<file path="src/rtl/pong_pkg.sv">
// rtl/pong_pkg.sv - shared pong playfield constants and paddle direction encoding
package pong_pkg;

  localparam int Y_MIN       = 5;
  localparam int Y_MAX       = 476;
  localparam int PADDLE_HALF = 45;
  // Paddle centre limits keep the full paddle span inside the playfield.
  localparam int POS_MIN     = Y_MIN + PADDLE_HALF;
  localparam int POS_MAX     = Y_MAX - PADDLE_HALF - 1;
  localparam int POS_RESET   = 245;

  typedef enum logic [2:0] {
    IDLE = 3'b001,
    UP   = 3'b010,
    DOWN = 3'b100
  } dir_t;

endpackage

</file>
<file path="src/rtl/paddle_axis.sv">
// rtl/paddle_axis.sv - one paddle: button sync/debounce, direction FSM, acceleration, clamped position
module paddle_axis
  import pong_pkg::*;
#(
  parameter int DEBOUNCE_CYCLES = 4,
  parameter int STEP_SLOW       = 4,
  parameter int STEP_FAST       = 8,
  parameter int ACCEL_TICKS     = 8
) (
  input  logic       sys_clk,
  input  logic       reset,
  input  logic       raw_up,
  input  logic       raw_down,
  input  logic       use_ai,
  input  logic       ai_up,
  input  logic       ai_down,
  output logic [9:0] position,
  output logic       moving
);

  localparam logic [3:0] DB_LAST   = 4'(DEBOUNCE_CYCLES - 1);
  localparam logic [3:0] ACCEL_MAX = 4'(ACCEL_TICKS);
  localparam logic signed [10:0] POS_MIN_S = 11'(POS_MIN);
  localparam logic signed [10:0] POS_MAX_S = 11'(POS_MAX);

  // Bit 0 is the up button, bit 1 the down button.
  logic [1:0] sync1, sync2, deb;
  logic [3:0] deb_cnt [2];

  always_ff @(posedge sys_clk) begin
    if (reset) begin
      sync1 <= '0;
      sync2 <= '0;
    end else begin
      sync1 <= {raw_down, raw_up};
      sync2 <= sync1;
    end
  end

  always_ff @(posedge sys_clk) begin
    if (reset) begin
      deb        <= '0;
      deb_cnt[0] <= '0;
      deb_cnt[1] <= '0;
    end else begin
      for (int i = 0; i < 2; i++) begin
        if (sync2[i] == deb[i]) begin
          deb_cnt[i] <= '0;
        end else if (deb_cnt[i] == DB_LAST) begin
          deb[i]     <= sync2[i];
          deb_cnt[i] <= '0;
        end else begin
          deb_cnt[i] <= deb_cnt[i] + 4'd1;
        end
      end
    end
  end

  logic cmd_up, cmd_down;
  assign cmd_up   = use_ai ? ai_up   : deb[0];
  assign cmd_down = use_ai ? ai_down : deb[1];

  dir_t state, next_state;

  always_ff @(posedge sys_clk) begin
    if (reset) state <= IDLE;
    else       state <= next_state;
  end

  always_comb begin
    next_state = IDLE;
    if (cmd_up && !cmd_down)      next_state = UP;
    else if (cmd_down && !cmd_up) next_state = DOWN;
  end

  always_comb begin
    moving = (state != IDLE);
  end

  // Counts ticks spent in the current non-idle direction.
  logic [3:0] accel_cnt;

  always_ff @(posedge sys_clk) begin
    if (reset || next_state == IDLE || next_state != state) accel_cnt <= '0;
    else if (accel_cnt < ACCEL_MAX)                         accel_cnt <= accel_cnt + 4'd1;
  end

  logic signed [10:0] step, pos_ext, pos_sum;
  logic [9:0] pos_next;

  always_comb begin
    step    = (accel_cnt < ACCEL_MAX) ? 11'(STEP_SLOW) : 11'(STEP_FAST);
    pos_ext = signed'({1'b0, position});
    case (state)
      UP:      pos_sum = pos_ext - step;
      DOWN:    pos_sum = pos_ext + step;
      default: pos_sum = pos_ext;
    endcase
    if (pos_sum < POS_MIN_S)      pos_next = 10'(POS_MIN);
    else if (pos_sum > POS_MAX_S) pos_next = 10'(POS_MAX);
    else                          pos_next = pos_sum[9:0];
  end

  always_ff @(posedge sys_clk) begin
    if (reset) position <= 10'(POS_RESET);
    else       position <= pos_next;
  end

endmodule

</file>
<file path="src/rtl/paddle_ctrl.sv">
// rtl/paddle_ctrl.sv - both paddles from raw buttons; PADDLE_AI_EN lets ball_y drive player 2
module paddle_ctrl
  import pong_pkg::*;
#(
  parameter int DEBOUNCE_CYCLES = 4,
  parameter int STEP_SLOW       = 4,
  parameter int STEP_FAST       = 8,
  parameter int ACCEL_TICKS     = 8,
  parameter int AI_DEADBAND     = 10
) (
  input  logic       sys_clk,
  input  logic       reset,
  input  logic       p1_up,
  input  logic       p1_down,
  input  logic       p2_up,
  input  logic       p2_down,
  input  logic [9:0] ball_y,
  output logic [9:0] p1_position,
  output logic [9:0] p2_position,
  output logic       p1_moving,
  output logic       p2_moving
);

  logic p2_use_ai, p2_ai_up, p2_ai_down;

`ifdef PADDLE_AI_EN
  localparam logic signed [10:0] DEADBAND = 11'(AI_DEADBAND);
  logic signed [10:0] ball_s, p2_s;
  assign ball_s     = signed'({1'b0, ball_y});
  assign p2_s       = signed'({1'b0, p2_position});
  assign p2_use_ai  = 1'b1;
  assign p2_ai_up   = ball_s < (p2_s - DEADBAND);
  assign p2_ai_down = ball_s > (p2_s + DEADBAND);
`else
  logic unused_ai;
  assign unused_ai  = ^{ball_y, 10'(AI_DEADBAND)};
  assign p2_use_ai  = 1'b0;
  assign p2_ai_up   = 1'b0;
  assign p2_ai_down = 1'b0;
`endif

  paddle_axis #(
    .DEBOUNCE_CYCLES(DEBOUNCE_CYCLES),
    .STEP_SLOW      (STEP_SLOW),
    .STEP_FAST      (STEP_FAST),
    .ACCEL_TICKS    (ACCEL_TICKS)
  ) u_p1 (
    .sys_clk (sys_clk),
    .reset   (reset),
    .raw_up  (p1_up),
    .raw_down(p1_down),
    .use_ai  (1'b0),
    .ai_up   (1'b0),
    .ai_down (1'b0),
    .position(p1_position),
    .moving  (p1_moving)
  );

  paddle_axis #(
    .DEBOUNCE_CYCLES(DEBOUNCE_CYCLES),
    .STEP_SLOW      (STEP_SLOW),
    .STEP_FAST      (STEP_FAST),
    .ACCEL_TICKS    (ACCEL_TICKS)
  ) u_p2 (
    .sys_clk (sys_clk),
    .reset   (reset),
    .raw_up  (p2_up),
    .raw_down(p2_down),
    .use_ai  (p2_use_ai),
    .ai_up   (p2_ai_up),
    .ai_down (p2_ai_down),
    .position(p2_position),
    .moving  (p2_moving)
  );

endmodule

</file>
<file path="config.mk">
export PLATFORM = sky130hd
export DESIGN_NAME = paddle_ctrl
export DESIGN_NICKNAME = d
export VERILOG_FILES = /design/src/rtl/pong_pkg.sv /design/src/rtl/paddle_axis.sv /design/src/rtl/paddle_ctrl.sv
export SDC_FILE = /design/constraint.sdc
export NUM_CORES = 1
export LEC_CHECK = 0
export CORE_UTILIZATION = 55
export CTS_CLUSTER_SIZE = 16
export DETAILED_ROUTE_END_ITERATION = 10
export PLACE_DENSITY = 0.87
export SLEW_MARGIN = 15
export SYNTH_ARGS = -nofsm -noshare
export SYNTH_HDL_FRONTEND = slang
export SYNTH_HIERARCHICAL = 1
export SYNTH_SLANG_ARGS = --single-unit
</file>
<file path="constraint.sdc">
create_clock -name sys_clk -period 7.15 [get_ports sys_clk]
set_input_delay 1.0725 -clock sys_clk [delete_from_list [all_inputs] [get_ports sys_clk]]
set_output_delay 1.0725 -clock sys_clk [all_outputs]
set_load 0.01 [all_outputs]
</file>
==> results of run 1 <==
-- layer usage --
layer	vias up	global-route usage	routed length, um
met3	7	0.0437	231
met4	0	0.0878	99
met2	49	0.375	3360
met5	-	0	0
li1	1416	-	-
met1	1338	0.251	2980
-- worst paths after layout --
kind,to,startpoint,cells past startpoint
worst min register to register,u_p1/sync2[0]$_SDFF_PP0_,u_p1/sync1[0]$_SDFF_PP0_,1
worst max register to register,u_p1/position[4]$_SDFF_PP1_,u_p1/state[2]$_SDFF_PP0_,10
worst max-delay path,u_p1/position[4]$_SDFF_PP1_,u_p1/state[2]$_SDFF_PP0_,10
worst min-delay path,u_p1/sync2[0]$_SDFF_PP0_,u_p1/sync1[0]$_SDFF_PP0_,1
-- flip-flops by register name, indices dropped and copies added (netlist names) --
| name | cells |
|---|---|
| u_p1/position | 10 |
| u_p2/position | 10 |
| u_p1/deb_cnt | 8 |
| u_p2/deb_cnt | 8 |
| u_p1/accel_cnt | 4 |
| u_p2/accel_cnt | 4 |
| u_p1/state | 3 |
| u_p2/state | 3 |
| u_p1/deb | 2 |
| u_p1/sync1 | 2 |
| u_p1/sync2 | 2 |
| u_p2/deb | 2 |
| u_p2/sync1 | 2 |
| u_p2/sync2 | 2 |
-- area by class of cell --
type / count / area (um^2)
Clock buffer: 12 / 145
Clock inverter: 4 / 46.3
Fill cell: 533 / 2150
Inverter: 20 / 75.1
Multi-Input combinational cell: 302 / 2150
Sequential cell: 62 / 1400
Tap cell: 77 / 96.3
Timing Repair Buffer: 28 / 278
-- worst max-delay path: cells and delay by family, from the launching register on --
family,cells,cell delay [ps]
flip-flops,1,390
AO/OA/AOI/OAI,5,1520
AND/OR/NAND/NOR,3,690
adder cells (fa/ha/maj),1,430
buffers and inverters,1,260
-- layout by cell type, fill, tap and decap left out, types with 3 or more instances in the layout --
master / synthesis / routed
a211o_1: 3 / 3
a211oi_1: 10 / 10
a21o_1: 8 / 8
a21oi_1: 13 / 13
and3_1: 3 / 3
clkbuf_8: 0 / 10
clkdlybuf4s50_1: 0 / 27
conb_1: 5 / 26
dfxtp_1: 46 / 46
edfxtp_1: 16 / 16
ha_1: 26 / 26
inv_1: 20 / 20
mux2_2: 3 / 3
mux2i_1: 16 / 16
nand2_1: 18 / 18
nand3_1: 10 / 10
nand4_1: 6 / 6
nor2_1: 39 / 39
nor2b_1: 14 / 14
nor3b_1: 7 / 7
o21a_1: 3 / 3
o21ai_0: 7 / 7
or2_2: 3 / 3
or3_1: 4 / 4
or4_1: 6 / 6
xnor2_1: 16 / 16
xor2_1: 13 / 13
-- power by group through the flow --
stage | registers (mW) | clock network (mW) | logic [mW]
finish | 0.393 | 0.299 | 0.137
global route | 0.395 | 0.326 | 0.153
CTS | 0.393 | 0.307 | 0.137
detailed placement | 0.401 | 0 | 0.135
global placement | 0.400 | 0 | 0.132
floorplan | 0.399 | 0 | 0.0970
-- cell families after synthesis --
| logic type | share of synthesized area |
|---|---|
| adders and majority gates | 0.101 |
| muxes | 0.0536 |
| AOI/OAI and AO/OA | 0.151 |
| DFF | 0.388 |
| buffers and inverters | 0.0384 |
| xor gates and xnor gates | 0.0702 |
| other | 0.00519 |
| and+or+nand+nor | 0.193 |
==> reports/results.tsv, run 1 <==
metric	value	unit
cpPeakStageDelay	480	ps
fin_area	4200	um^2
synth_most_common_cell	dfxtp_1	
via_count	2810	
end_kind	flop	
dpl_cell_area	4010	um^2
path_clk_slew	70	ps
power_frac_seq	0.474	
io_pins	38	
grt_usage	0.213	
cts_sinks	62	
clock_latency	330	ps
yosysWarnings	6	
yosysSeqAreaShare	0.388	
start_util	0.569	
instances_no_fill	505	
pre_cts_slack	3800	ps
drt.antenna.violating_nets	0	
antenna_found_initial	0	
dp_hpwl	4.89	mm
avgSynthCellArea	9.72	um^2
outcome	finished clean	
grt_pass1_vias	2843	
cts_resized	0	
die_h	83.1	um
synth_common_cells	46 x dfxtp_1, 39 x nor2_1, 26 x ha_1	
fin_crit	3400	ps
setup_viol	0	
cts_max_level	3	
synth_cells	372	
cellLeakagePower	1.71	nW
viasPerCell	5.56	
maxSlewViolCount	0	
fin_nets	467	
grt_start_max_net_pins	37	
p_int	612	uW
power.total	830	uW
worst_pin_slew	800	ps
arrival	3620	ps
areaGrowthSynthToFinish	16.1	%
die_w	83.1	um
ys.flop_type	dfxtp_1	
drc	0	
gp_congestion	0.871	
synth_edf_count	16	
max-clock-path-buffers	2	
n_antenna_cell	0	
cts_made_buffers	9	
port_buffers	27	
utilization	0.661	
sw_frac_of_total	0.262	
synth-seq-cells	62	
core_area	6350	um^2
die_area	6900	um^2
relSlewSlack	0.467	
power_frac_clock	0.360	
hold_viol	0	
synthTopCellsByArea	dfxtp_1 25%, edfxtp_1 13%, ha_1 9.0%, mux2i_1 4.4%, nor2_1 4.0%	
clock.fmax	294	MHz
synth_largest_area_cell	dfxtp_1	
ir_drop	0.152	mV
synthDistinctLibCells	67	
grt_overflow_total	0	
comb_power_share	0.166	
hp-class	flop to flop	
rsz0062_at_grt	no	
routed_wl	6.67	mm
synth.cell_area	3620	um^2
cap_violations	0	
hold_buffers	0	
firstDrtPassIters	4	
drive_gt1_frac	0.0864	
clock-skew-final	7.95	ps
timing.final.crit_share	0.475	
startpoint_type	flop	
required	7370	ps
rows	29	
drt_iter0_markers	116	
cts_root_buffer	clkbuf_8	
power_switching	218	uW
routedWlPerCell	13.2	um
yosysTopAreaCellShare	0.255	
fin_ws	3750	ps
cts_tree	yes	
holdWs	435	ps
worstPathCellList	nor3b_1, inv_1, ha_1, a211oi_1, nor2_1, o311ai_0, o211ai_1, a211oi_4, nor2b_2, a211o_1	
post_cts_buffers	0	
grt_pass1_wl	12.1	mm
synth-async-reset-ratio	0	
place_inst	489	
rrSetupSlack	3750	ps
crit_slowest_cell	nor3b_1	
crit_type	flop to flop	
finalSetupTns	0	ps
cp_max_fo	7	
powerDensity	198	nW/um^2
Power figures use the tool's default switching activity.
==> run 2: changes to the inputs <==
Settings changed: CORE_UTILIZATION 55 to 51, PLACE_DENSITY 0.87 to 0.85.
Clock period 7.15 ns to 2.8 ns, I/O delays scaled along.
==> run 2 against run 1 <==
  * Clock power rose to 2.6 times the previous value
  * The run now ends with setup timing left
  * Flip-flop and latch count did not move
  * Critical endpoint is now u_p1/position[5]$_SDFF_PP1_
  * Core utilization up 2.2 points
  * Clock skew about the same
  * Critical path depth is 1 higher
  * Critical path type unchanged
  * Largest power group unchanged
  * Highest routed layer unchanged
  * Wire length rose by 24%
  * Combinational power rose to 3.3 times the previous value
==> reports/results.tsv, run 2 (same netlist as run 1, synthesis figures left out) <==
metric	value	unit
antenna_found_initial	0	
firstDrtPassIters	4	
hp-class	flop to flop	
core_area	6830	um^2
cp_top_family	simple AND/OR/NAND/NOR gates	
r2r_start	u_p1/state[0]$_SDFF_PP1_	
gp_congestion	0.871	
ir_drop	0.229	mV
instances_no_fill	560	
cpPeakStageDelay	400	ps
cap_violations	0	
routed_wl	8.28	mm
place_inst	537	
path_clk_slew	70	ps
viasPerCell	5.42	
clock_latency	350	ps
start_util	0.529	
finalSetupTns	-841	ps
max-clock-path-buffers	2	
dp_hpwl	5.43	mm
maxSlewViolCount	0	
cts_max_level	3	
grt_overflow_total	0	
end_kind	flop	
grt_start_max_net_pins	19	
fin_nets	503	
die_w	86.2	um
drc	0	
layout_common_cells	44 x dfxtp_1, 38 x nor2_1, 36 x buf_4	
cts_made_buffers	9	
arrival	3190	ps
crit_cells	11	
outcome	complete, but fails checks	
grt_pass1_wl	13.0	mm
clock-skew-final	8.04	ps
relSlewSlack	0.534	
n_antenna_cell	0	
io_pins	38	
clock.fmax	337	MHz
violations	setup timing	
die_h	86.2	um
utilization	0.683	
setup_viol	7	
crit_buf_inv	2	
fin_crit	2970	ps
cts_tree	yes	
powerDensity	478	nW/um^2
hold_viol	0	
layout_commonest_cell	dfxtp_1	
required	3020	ps
routedWlPerCell	14.8	um
port_buffers	27	
via_count	3036	
die_area	7430	um^2
drt.antenna.violating_nets	0	
cts_root_buffer	clkbuf_8	
drive_gt1_frac	0.226	
rows	30	
areaGrowthSynthToFinish	29.0	%
worstReg2RegEnd	u_p1/position[5]$_SDFF_PP1_	
rsz0062_at_grt	yes	
crit_type	flop to flop	
cts_sinks	62	
largestRegisters	u_p1/position x10, u_p2/position x10	
reg2reg_depth	11	
pre_cts_slack	-118	ps
startpoint_type	flop	
grt_usage	0.225	
worstPathCellList	nor3b_4, inv_2, ha_1, buf_4, o21ai_1, nor2_1, o31ai_2, a41oi_2, and3_4, nor4b_4, nand2_1	
rrSetupSlack	-170	ps
startpoint	u_p1/state[0]$_SDFF_PP1_	
crit_path_end	u_p1/position[5]$_SDFF_PP1_	
cp_max_fo	4	
drt_iter0_markers	108	
grt_pass1_vias	2925	
timing.final.crit_share	1.06	
hold_buffers	0	
worst_pin_slew	696	ps
crit_slowest_cell	nor4b_4	
fin_ws	-168	ps
cellLeakagePower	1.89	nW
-- run 2: stage by stage --
step	hold slack [ps]	area (um^2)	total power, mW
floorplan	414	3700	1.27
global placement	419	4250	1.39
detailed placement	427	4250	1.41
CTS	443	4520	2.19
global route	452	4670	2.33
finish	440	4670	2.23
-- run 2: worst min path at each step --
stage | start | endpoint | slack [ps] | cells after the start
6_report | u_p2/sync1[0]$_SDFF_PP0_ | u_p2/sync2[0]$_SDFF_PP0_ | 440 | 1
5_1_grt | u_p2/sync1[0]$_SDFF_PP0_ | u_p2/sync2[0]$_SDFF_PP0_ | 450 | 1
4_1_cts | u_p2/sync1[0]$_SDFF_PP0_ | u_p2/sync2[0]$_SDFF_PP0_ | 440 | 1
3_5_place_dp | u_p1/sync1[0]$_SDFF_PP0_ | u_p1/sync2[0]$_SDFF_PP0_ | 430 | 1
3_3_place_gp | u_p2/sync1[0]$_SDFF_PP0_ | u_p2/sync2[0]$_SDFF_PP0_ | 420 | 1
2_1_floorplan | u_p1/sync1[0]$_SDFF_PP0_ | u_p1/sync2[0]$_SDFF_PP0_ | 410 | 1
-- run 2: report_power, final --
| group | switching (mW) | leakage (nW) | internal (mW) |
|---|---|---|---|
| clock | 0.365 | 0.0883 | 0.407 |
| combinational | 0.228 | 1.26 | 0.226 |
| sequential | 0.0417 | 0.544 | 0.961 |
-- run 2: cell type report --
| cell class | count | area (um^2) |
|---|---|---|
| clock buffers | 10 | 128 |
| multi-input cells | 302 | 2320 |
| clock inverters | 6 | 62.6 |
| inverters | 20 | 75.1 |
| well taps | 96 | 120 |
| flip-flops and latches | 62 | 1400 |
| repair buffers | 64 | 552 |
| fillers | 542 | 2170 |
-- run 2: layer usage --
layer / up-vias / share of wire / wire (um) / GRT usage
li1: 1491 / - / - / -
met1: 1435 / 0.43 / 3540 / 0.256
met4: 0 / 0.039 / 327 / 0.142
met5: - / 0 / 0 / 0
met2: 72 / 0.50 / 4130 / 0.387
met3: 38 / 0.035 / 287 / 0.0438
-- run 2: timing repair --
item                                    4_1_cts  5_1_grt
resized for setup                            13       27
endpoints found under the setup margin        7       15
buffers inserted                              1        6
pin swaps                                     9       22
cloned                                        0        0
